**config.mk**
```make
export PLATFORM = sky130hd
export DESIGN_NAME = fetch_pc_unit_flat
export DESIGN_NICKNAME = d
export VERILOG_FILES = /design/src/rtl/fetch_pc_unit_if.sv /design/src/rtl/fetch_pc_unit.sv /design/src/flat_wrapper.sv
export SDC_FILE = /design/constraint.sdc
export NUM_CORES = 1
export LEC_CHECK = 0
export ABC_AREA = 1
export CAP_MARGIN = 20
export CORE_MARGIN = 1
export CORE_UTILIZATION = 30
export DETAILED_ROUTE_END_ITERATION = 16
export PLACE_DENSITY = 0.56
export SYNTH_ARGS = -nofsm -noshare
export SYNTH_HDL_FRONTEND = slang
export SYNTH_SLANG_ARGS = --single-unit
```
**constraint.sdc**
```tcl
create_clock -name i_clk -period 3.7 [get_ports i_clk]
set_clock_uncertainty 0.15 [all_clocks]
set_input_delay 0.74 -clock i_clk [delete_from_list [all_inputs] [get_ports i_clk]]
set_output_delay 0.74 -clock i_clk [all_outputs]
set_load 0.05 [all_outputs]
```
**src/rtl/fetch_pc_unit_if.sv**
```systemverilog
`default_nettype none
// ============================================================================
//  Module   : fetch_pc_unit_if
//  Brief    : Predictor, EX, ID and instruction-memory signals of the fetch stage
//  Revision : 1.0 - initial release
// ============================================================================
interface fetch_pc_unit_if;
   logic [1:0]  i_pc_sel;
   logic [31:0] i_alu_ex;
   logic [31:0] i_pc_four_ex;
   logic [31:0] i_pred_pc;
   logic        i_flush;
   logic        i_stall;
   logic [31:0] i_imem_rdata;
   logic [31:0] o_imem_addr;
   logic [31:0] o_pc_now;
   logic [31:0] o_pc_id;
   logic [31:0] o_pc_four_id;
   logic [31:0] o_instr_id;
   logic        o_valid_id;
   logic        o_pred_taken_id;
   logic [31:0] o_fetch_cnt;
   logic [15:0] o_redirect_cnt;

   modport master (
      output i_pc_sel, i_alu_ex, i_pc_four_ex, i_pred_pc, i_flush, i_stall, i_imem_rdata,
      input  o_imem_addr, o_pc_now, o_pc_id, o_pc_four_id, o_instr_id, o_valid_id,
             o_pred_taken_id, o_fetch_cnt, o_redirect_cnt
   );

   modport slave (
      input  i_pc_sel, i_alu_ex, i_pc_four_ex, i_pred_pc, i_flush, i_stall, i_imem_rdata,
      output o_imem_addr, o_pc_now, o_pc_id, o_pc_four_id, o_instr_id, o_valid_id,
             o_pred_taken_id, o_fetch_cnt, o_redirect_cnt
   );
endinterface
`default_nettype wire

```
**src/rtl/fetch_pc_unit.sv**
```systemverilog
`default_nettype none
// ============================================================================
//  Module   : fetch_pc_unit
//  Brief    : Fetch PC register, next-PC select, IF/ID register with stall hold
//  Revision : 1.0 - initial release
// ============================================================================
module fetch_pc_unit #(
   parameter logic [31:0] RESET_PC  = 32'h0000_0000,
   parameter logic [31:0] NOP_INSTR = 32'h0000_0013
) (
   input  logic           i_clk,
   input  logic           i_rst_n,
   fetch_pc_unit_if.slave bus
);

   logic [31:0] pc_q,           pc_d;
   logic [31:0] id_pc_q,        id_pc_d;
   logic        id_valid_q,     id_valid_d;
   logic        id_pred_q,      id_pred_d;
   logic        hold_v_q,       hold_v_d;
   logic [31:0] hold_instr_q,   hold_instr_d;
   logic [31:0] fetch_cnt_q,    fetch_cnt_d;
   logic [15:0] redirect_cnt_q, redirect_cnt_d;
   logic [31:0] pc_mux;

   always_comb begin
      pc_mux = pc_q + 32'd4;
      case (bus.i_pc_sel)
         2'b00:   pc_mux = pc_q + 32'd4;
         2'b01:   pc_mux = bus.i_alu_ex;
         2'b10:   pc_mux = bus.i_pc_four_ex;
         default: pc_mux = bus.i_pred_pc;
      endcase
   end

   always_comb begin
      pc_d           = pc_q;
      id_pc_d        = id_pc_q;
      id_valid_d     = id_valid_q;
      id_pred_d      = id_pred_q;
      hold_v_d       = hold_v_q;
      hold_instr_d   = hold_instr_q;
      fetch_cnt_d    = fetch_cnt_q;
      redirect_cnt_d = redirect_cnt_q;
      if (bus.i_flush) begin
         pc_d       = pc_mux;
         id_valid_d = 1'b0;
         id_pred_d  = 1'b0;
         hold_v_d   = 1'b0;
         if (redirect_cnt_q != 16'hFFFF) begin
            redirect_cnt_d = redirect_cnt_q + 16'd1;
         end
      end else if (bus.i_stall) begin
         // Read data only matches the ID slot on the first stalled cycle; capture it then.
         if (!hold_v_q && id_valid_q) begin
            hold_v_d     = 1'b1;
            hold_instr_d = bus.i_imem_rdata;
         end
      end else begin
         pc_d       = pc_mux;
         id_pc_d    = pc_q;
         id_valid_d = 1'b1;
         id_pred_d  = (bus.i_pc_sel == 2'b11);
         hold_v_d   = 1'b0;
         if (id_valid_q) begin
            fetch_cnt_d = fetch_cnt_q + 32'd1;
         end
      end
   end

   always_ff @(posedge i_clk or negedge i_rst_n) begin
      if (!i_rst_n) begin
         pc_q           <= RESET_PC;
         id_pc_q        <= 32'h0000_0000;
         id_valid_q     <= 1'b0;
         id_pred_q      <= 1'b0;
         hold_v_q       <= 1'b0;
         hold_instr_q   <= 32'h0000_0000;
         fetch_cnt_q    <= 32'h0000_0000;
         redirect_cnt_q <= 16'h0000;
      end else begin
         pc_q           <= pc_d;
         id_pc_q        <= id_pc_d;
         id_valid_q     <= id_valid_d;
         id_pred_q      <= id_pred_d;
         hold_v_q       <= hold_v_d;
         hold_instr_q   <= hold_instr_d;
         fetch_cnt_q    <= fetch_cnt_d;
         redirect_cnt_q <= redirect_cnt_d;
      end
   end

   assign bus.o_imem_addr     = pc_q;
   assign bus.o_pc_now        = pc_q;
   assign bus.o_pc_id         = id_pc_q;
   assign bus.o_pc_four_id    = id_pc_q + 32'd4;
   assign bus.o_valid_id      = id_valid_q;
   assign bus.o_pred_taken_id = id_pred_q;
   assign bus.o_fetch_cnt     = fetch_cnt_q;
   assign bus.o_redirect_cnt  = redirect_cnt_q;
   assign bus.o_instr_id      = hold_v_q   ? hold_instr_q     :
                                id_valid_q ? bus.i_imem_rdata : NOP_INSTR;

endmodule
`default_nettype wire

```
**src/flat_wrapper.sv**
```systemverilog
// flat-port wrapper written by rule: the top's interface ports become plain ports
module fetch_pc_unit_flat 
#(
   parameter logic [31:0] RESET_PC  = 32'h0000_0000,
   parameter logic [31:0] NOP_INSTR = 32'h0000_0013
)
  (i_clk, i_rst_n, bus_i_pc_sel, bus_i_alu_ex, bus_i_pc_four_ex, bus_i_pred_pc, bus_i_flush, bus_i_stall, bus_i_imem_rdata, bus_o_imem_addr, bus_o_pc_now, bus_o_pc_id, bus_o_pc_four_id, bus_o_instr_id, bus_o_valid_id, bus_o_pred_taken_id, bus_o_fetch_cnt, bus_o_redirect_cnt);
  fetch_pc_unit_if bus_i ();
  input  logic i_clk;
  input  logic i_rst_n;
  input wire logic [$bits(bus_i.i_pc_sel)-1:0] bus_i_pc_sel;
  input wire logic [$bits(bus_i.i_alu_ex)-1:0] bus_i_alu_ex;
  input wire logic [$bits(bus_i.i_pc_four_ex)-1:0] bus_i_pc_four_ex;
  input wire logic [$bits(bus_i.i_pred_pc)-1:0] bus_i_pred_pc;
  input wire logic [$bits(bus_i.i_flush)-1:0] bus_i_flush;
  input wire logic [$bits(bus_i.i_stall)-1:0] bus_i_stall;
  input wire logic [$bits(bus_i.i_imem_rdata)-1:0] bus_i_imem_rdata;
  output wire logic [$bits(bus_i.o_imem_addr)-1:0] bus_o_imem_addr;
  output wire logic [$bits(bus_i.o_pc_now)-1:0] bus_o_pc_now;
  output wire logic [$bits(bus_i.o_pc_id)-1:0] bus_o_pc_id;
  output wire logic [$bits(bus_i.o_pc_four_id)-1:0] bus_o_pc_four_id;
  output wire logic [$bits(bus_i.o_instr_id)-1:0] bus_o_instr_id;
  output wire logic [$bits(bus_i.o_valid_id)-1:0] bus_o_valid_id;
  output wire logic [$bits(bus_i.o_pred_taken_id)-1:0] bus_o_pred_taken_id;
  output wire logic [$bits(bus_i.o_fetch_cnt)-1:0] bus_o_fetch_cnt;
  output wire logic [$bits(bus_i.o_redirect_cnt)-1:0] bus_o_redirect_cnt;
  assign bus_i.i_pc_sel = bus_i_pc_sel;
  assign bus_i.i_alu_ex = bus_i_alu_ex;
  assign bus_i.i_pc_four_ex = bus_i_pc_four_ex;
  assign bus_i.i_pred_pc = bus_i_pred_pc;
  assign bus_i.i_flush = bus_i_flush;
  assign bus_i.i_stall = bus_i_stall;
  assign bus_i.i_imem_rdata = bus_i_imem_rdata;
  assign bus_o_imem_addr = bus_i.o_imem_addr;
  assign bus_o_pc_now = bus_i.o_pc_now;
  assign bus_o_pc_id = bus_i.o_pc_id;
  assign bus_o_pc_four_id = bus_i.o_pc_four_id;
  assign bus_o_instr_id = bus_i.o_instr_id;
  assign bus_o_valid_id = bus_i.o_valid_id;
  assign bus_o_pred_taken_id = bus_i.o_pred_taken_id;
  assign bus_o_fetch_cnt = bus_i.o_fetch_cnt;
  assign bus_o_redirect_cnt = bus_i.o_redirect_cnt;
  fetch_pc_unit #(.RESET_PC(RESET_PC), .NOP_INSTR(NOP_INSTR)) u_core (.i_clk(i_clk), .i_rst_n(i_rst_n), .bus(bus_i));
endmodule
```
==> metrics.txt <==
Sequential Power Share=between 30% and 40%; WP data arrival=about 2.6 ns; CTS Sinks=between 100 and 150; GPL Wtd Cong=between 0.9 and 1; setup TNS=0 ns; Die X=178.3 µm; Net Switching=0.003111 W; Simple-Gate Fraction of Synth Area=33.90%; P per Cell Area=roughly 510 nW/µm²; cell taking the most area after synthesis=dfrtp_1; core area=a little over 30,000 µm²; hpwl dp=26,870 µm; relative slew slack=between 50% and 60%; Crit. End Element=output port; Worst Setup Start Kind=flip-flop; Tmin final=between 3 and 4 ns; number of synthesized flops with an enable pin=0; main combinational cell family by area after synthesis=simple AND/OR/NAND/NOR gates; # DRC=0; Critical Path Max Stage Delay=roughly 0.40 ns; fmax=about 290 MHz; #FFs+latches synth=roughly 150; peak supply drop=about 0.40 mV; clk buf depth=2; Root Driver=clkbuf_16; Post-synth top flop=dfrtp_1; Worst-Skew Late Latency=0.43 ns; vias in the first global route=roughly 9.5k; htree depth=4; DIE AREA=31,790 µm²; max-slew violations=0; input/output buffers=343; Synth Area in Compound Gates=9.997%; most instantiated cells after synthesis=nand2_1, nor2_1, dfrtp_1; adder-cell area share of the yosys netlist=0.5368%; final count of hold timing violations=0; initial antenna violation count=2; CTS clk-pin slew, worst paths=~0.07 ns; Final #Nets=1,799; register area share after synthesis=39.45%; IO Pins=roughly 340; initial core utilization=30.48%; post-synthesis area per instance=about 6.9 µm²; area of placed instances=around 13,000 µm²; LEAKAGE=between 6 and 7 nW; Hold WC Path Type=in2async; worst slew pin tran=about 0.7 ns; critical path, cell by cell=ha_1 > nand3_1 > nor2_1 > nand2_1 > nor2_1 > nand2_1 > nor2_2 > nand2_1 > xor2_1 > buf_12; run status=completed; slowest stage cell, crit path=dfrtp_1; most used cell along the critical path=nand2_1; P&R area growth vs syn=45.72%; share of layout cells above drive strength 1=under 10%; asr flop ratio synth=between 90% and 100%; # hold bufs at CTS=0; Post-Synth XOR/XNOR Area=5.542%; most numerous cell in the Yosys netlist=nand2_1; WL/cell=16.75 µm; Routed Wire Length=34,720 µm; WS Path Type=reg2out; internal power component=approximately 0.0038 W; Tcrit/Tclk final=94.74%; largest net degree at the start of global routing=70; global-route wire length before repair=52,930 µm; post-synth top area share=approximately two fifths; initial drt markers=716; RSZ-0062 raised after global routing=no; average vias per placed instance=4.734; Syn Std Cell Area=9324 µm²; mux contribution to synthesized area=0%; CP Data Required Time=between 2 and 3 ns; Design Area, Final=13,590 µm²; post-synthesis net count=approximately 1.5k; setup violators final=0; most area-consuming cells after synthesis=dfrtp_1, nand2_1, o21ai_0, nor2_1, inv_1; routed via count=~9.8k; # Max-Cap Violations=0; Clk pwr share=about 25%; drt first pass iters=8; overflow left after global routing=0; fill count=3,136; synth warn=0; ANT nets after route=0; combinational share of power=42.1%; CTS buffer count=17; num rows=64; Syn Inst Count=between 1k and 1.5k; CTS tree=built; Switching Fraction=around 45%; Netlist cell types=36; die height=between 150 and 200 µm; GRT Total Usage=21.93%; maximum fanout along the worst path=5
-- layout by cell type (no fill, tap or decap), types with 7 or more instances in the layout --
| master | synthesis | routed |
|---|---|---|
| nand2_1 | 455 | 455 |
| clkdlybuf4s50_1 | 0 | 324 |
| nor2_1 | 151 | 150 |
| dfrtp_1 | 147 | 147 |
| inv_1 | 141 | 141 |
| o21ai_0 | 127 | 127 |
| nand3_1 | 81 | 81 |
| xor2_1 | 55 | 53 |
| nor3_1 | 37 | 37 |
| a221oi_1 | 17 | 17 |
| clkbuf_16 | 0 | 17 |
| buf_4 | 34 | 17 |
| nand4_1 | 10 | 10 |
| nand3b_1 | 8 | 8 |
| nor2_2 | 7 | 7 |
-- cell type report --
class / count / area (µm²) / share of cell area [%]
Antenna cell: 3 / 7.507 / 0.05525
Clock buffer: 18 / 429.2 / 3.159
Clock inverter: 14 / 151.4 / 1.114
Inverter: 146 / 550.5 / 4.052
Multi-Input combinational cell: 992 / 4682 / 34.46
Sequential cell: 147 / 3679 / 27.07
Tap cell: 396 / 495.5 / 3.647
Timing Repair Buffer: 357 / 3592 / 26.44
-- registers in the layout, summed over array words and instances, names as in the netlist --
signal / count
u_core.hold_instr_q: 32
u_core.bus.o_imem_addr: 32
u_core.bus.o_pred_taken_id: 1
u_core.bus.o_pc_id: 32
u_core.bus.o_fetch_cnt: 32
u_core.hold_v_q: 1
u_core.bus.o_redirect_cnt: 16
u_core.bus.o_valid_id: 1
-- path summary, 6_finish.rpt --
kind	slack (ns)	depth (start not counted)	to	startpoint
worst max register to register	1.37	10	u_core.bus.o_imem_addr[20]	u_core.bus.o_imem_addr[3]
max in group asynchronous	2.39	2	u_core.bus.o_imem_addr[18]	i_rst_n
worst max-delay path	0.19	10	bus_o_pc_four_id[30]	u_core.bus.o_pc_id[2]
worst min-delay path	0.17	1	u_core.bus.o_pc_id[6]	i_rst_n
worst min register to register	0.34	2	u_core.hold_instr_q[20]	u_core.hold_instr_q[20]
min in group i_clk	0.34	2	u_core.hold_instr_q[20]	u_core.hold_instr_q[20]
-- routing by layer --
layer | vias up | share of wire [%] | wire (µm) | track usage [%]
li1 | 4898 | - | - | -
met1 | 4539 | 45 | 15490 | 28.59
met2 | 339 | 48 | 16590 | 36.66
met3 | 38 | 5.5 | 1915 | 3.559
met4 | 0 | 2.1 | 722 | 7.521
met5 | - | 0 | 0 | 0
-- power by group through the flow --
stage,clock network [W],logic [W],registers [W]
floorplan,0,0.00120,0.00289
global placement,0,0.00293,0.00229
detailed placement,0,0.00294,0.00229
CTS,0.00181,0.00295,0.00226
global route,0.00188,0.00311,0.00231
finish,0.00176,0.00293,0.00227
-- per-stage QoR --
stage	power, W	hold WS, ns	setup slack [ns]	utilization (%)	instances
5_1_grt	0.007308	0.2219	0.004042	44.41	2072
2_1_floorplan	0.004089	0.2944	0.2066	-	1361
6_report	0.006958	0.1747	0.1947	44.42	2073
4_1_cts	0.007025	0.1966	0.02350	44.29	2070
3_5_place_dp	0.005235	0.3252	0.4188	42.41	2038
3_3_place_gp	0.005222	0.3207	0.3836	42.41	2038
-- worst max-delay path, delay by kind of cell, from the launching register on --
| family | cells | cell delay (ns) |
|---|---|---|
| buf+inv | 1 | 0.19 |
| xor+xnor | 1 | 0.34 |
| fa+ha+maj | 1 | 0.23 |
| simple gates | 7 | 1.03 |
| flops | 1 | 0.40 |
-- cells by family (layout without fill, tap and decap cells) --
kind of cell / count (synthesis) / after routing
flops: 147 / 147
fa+ha+maj: 4 / 4
simple gates: 763 / 763
other cells: 0 / 3
compound gates: 166 / 166
buf+inv: 222 / 535
xor+xnor: 59 / 59
-- what timing repair did --
item / CTS / global route
buffers inserted: 0 / 0
cloned: 0 / 0
setup endpoints to repair: 4 / 8
resized for setup: 4 / 8
Power figures use the tool's default switching activity.
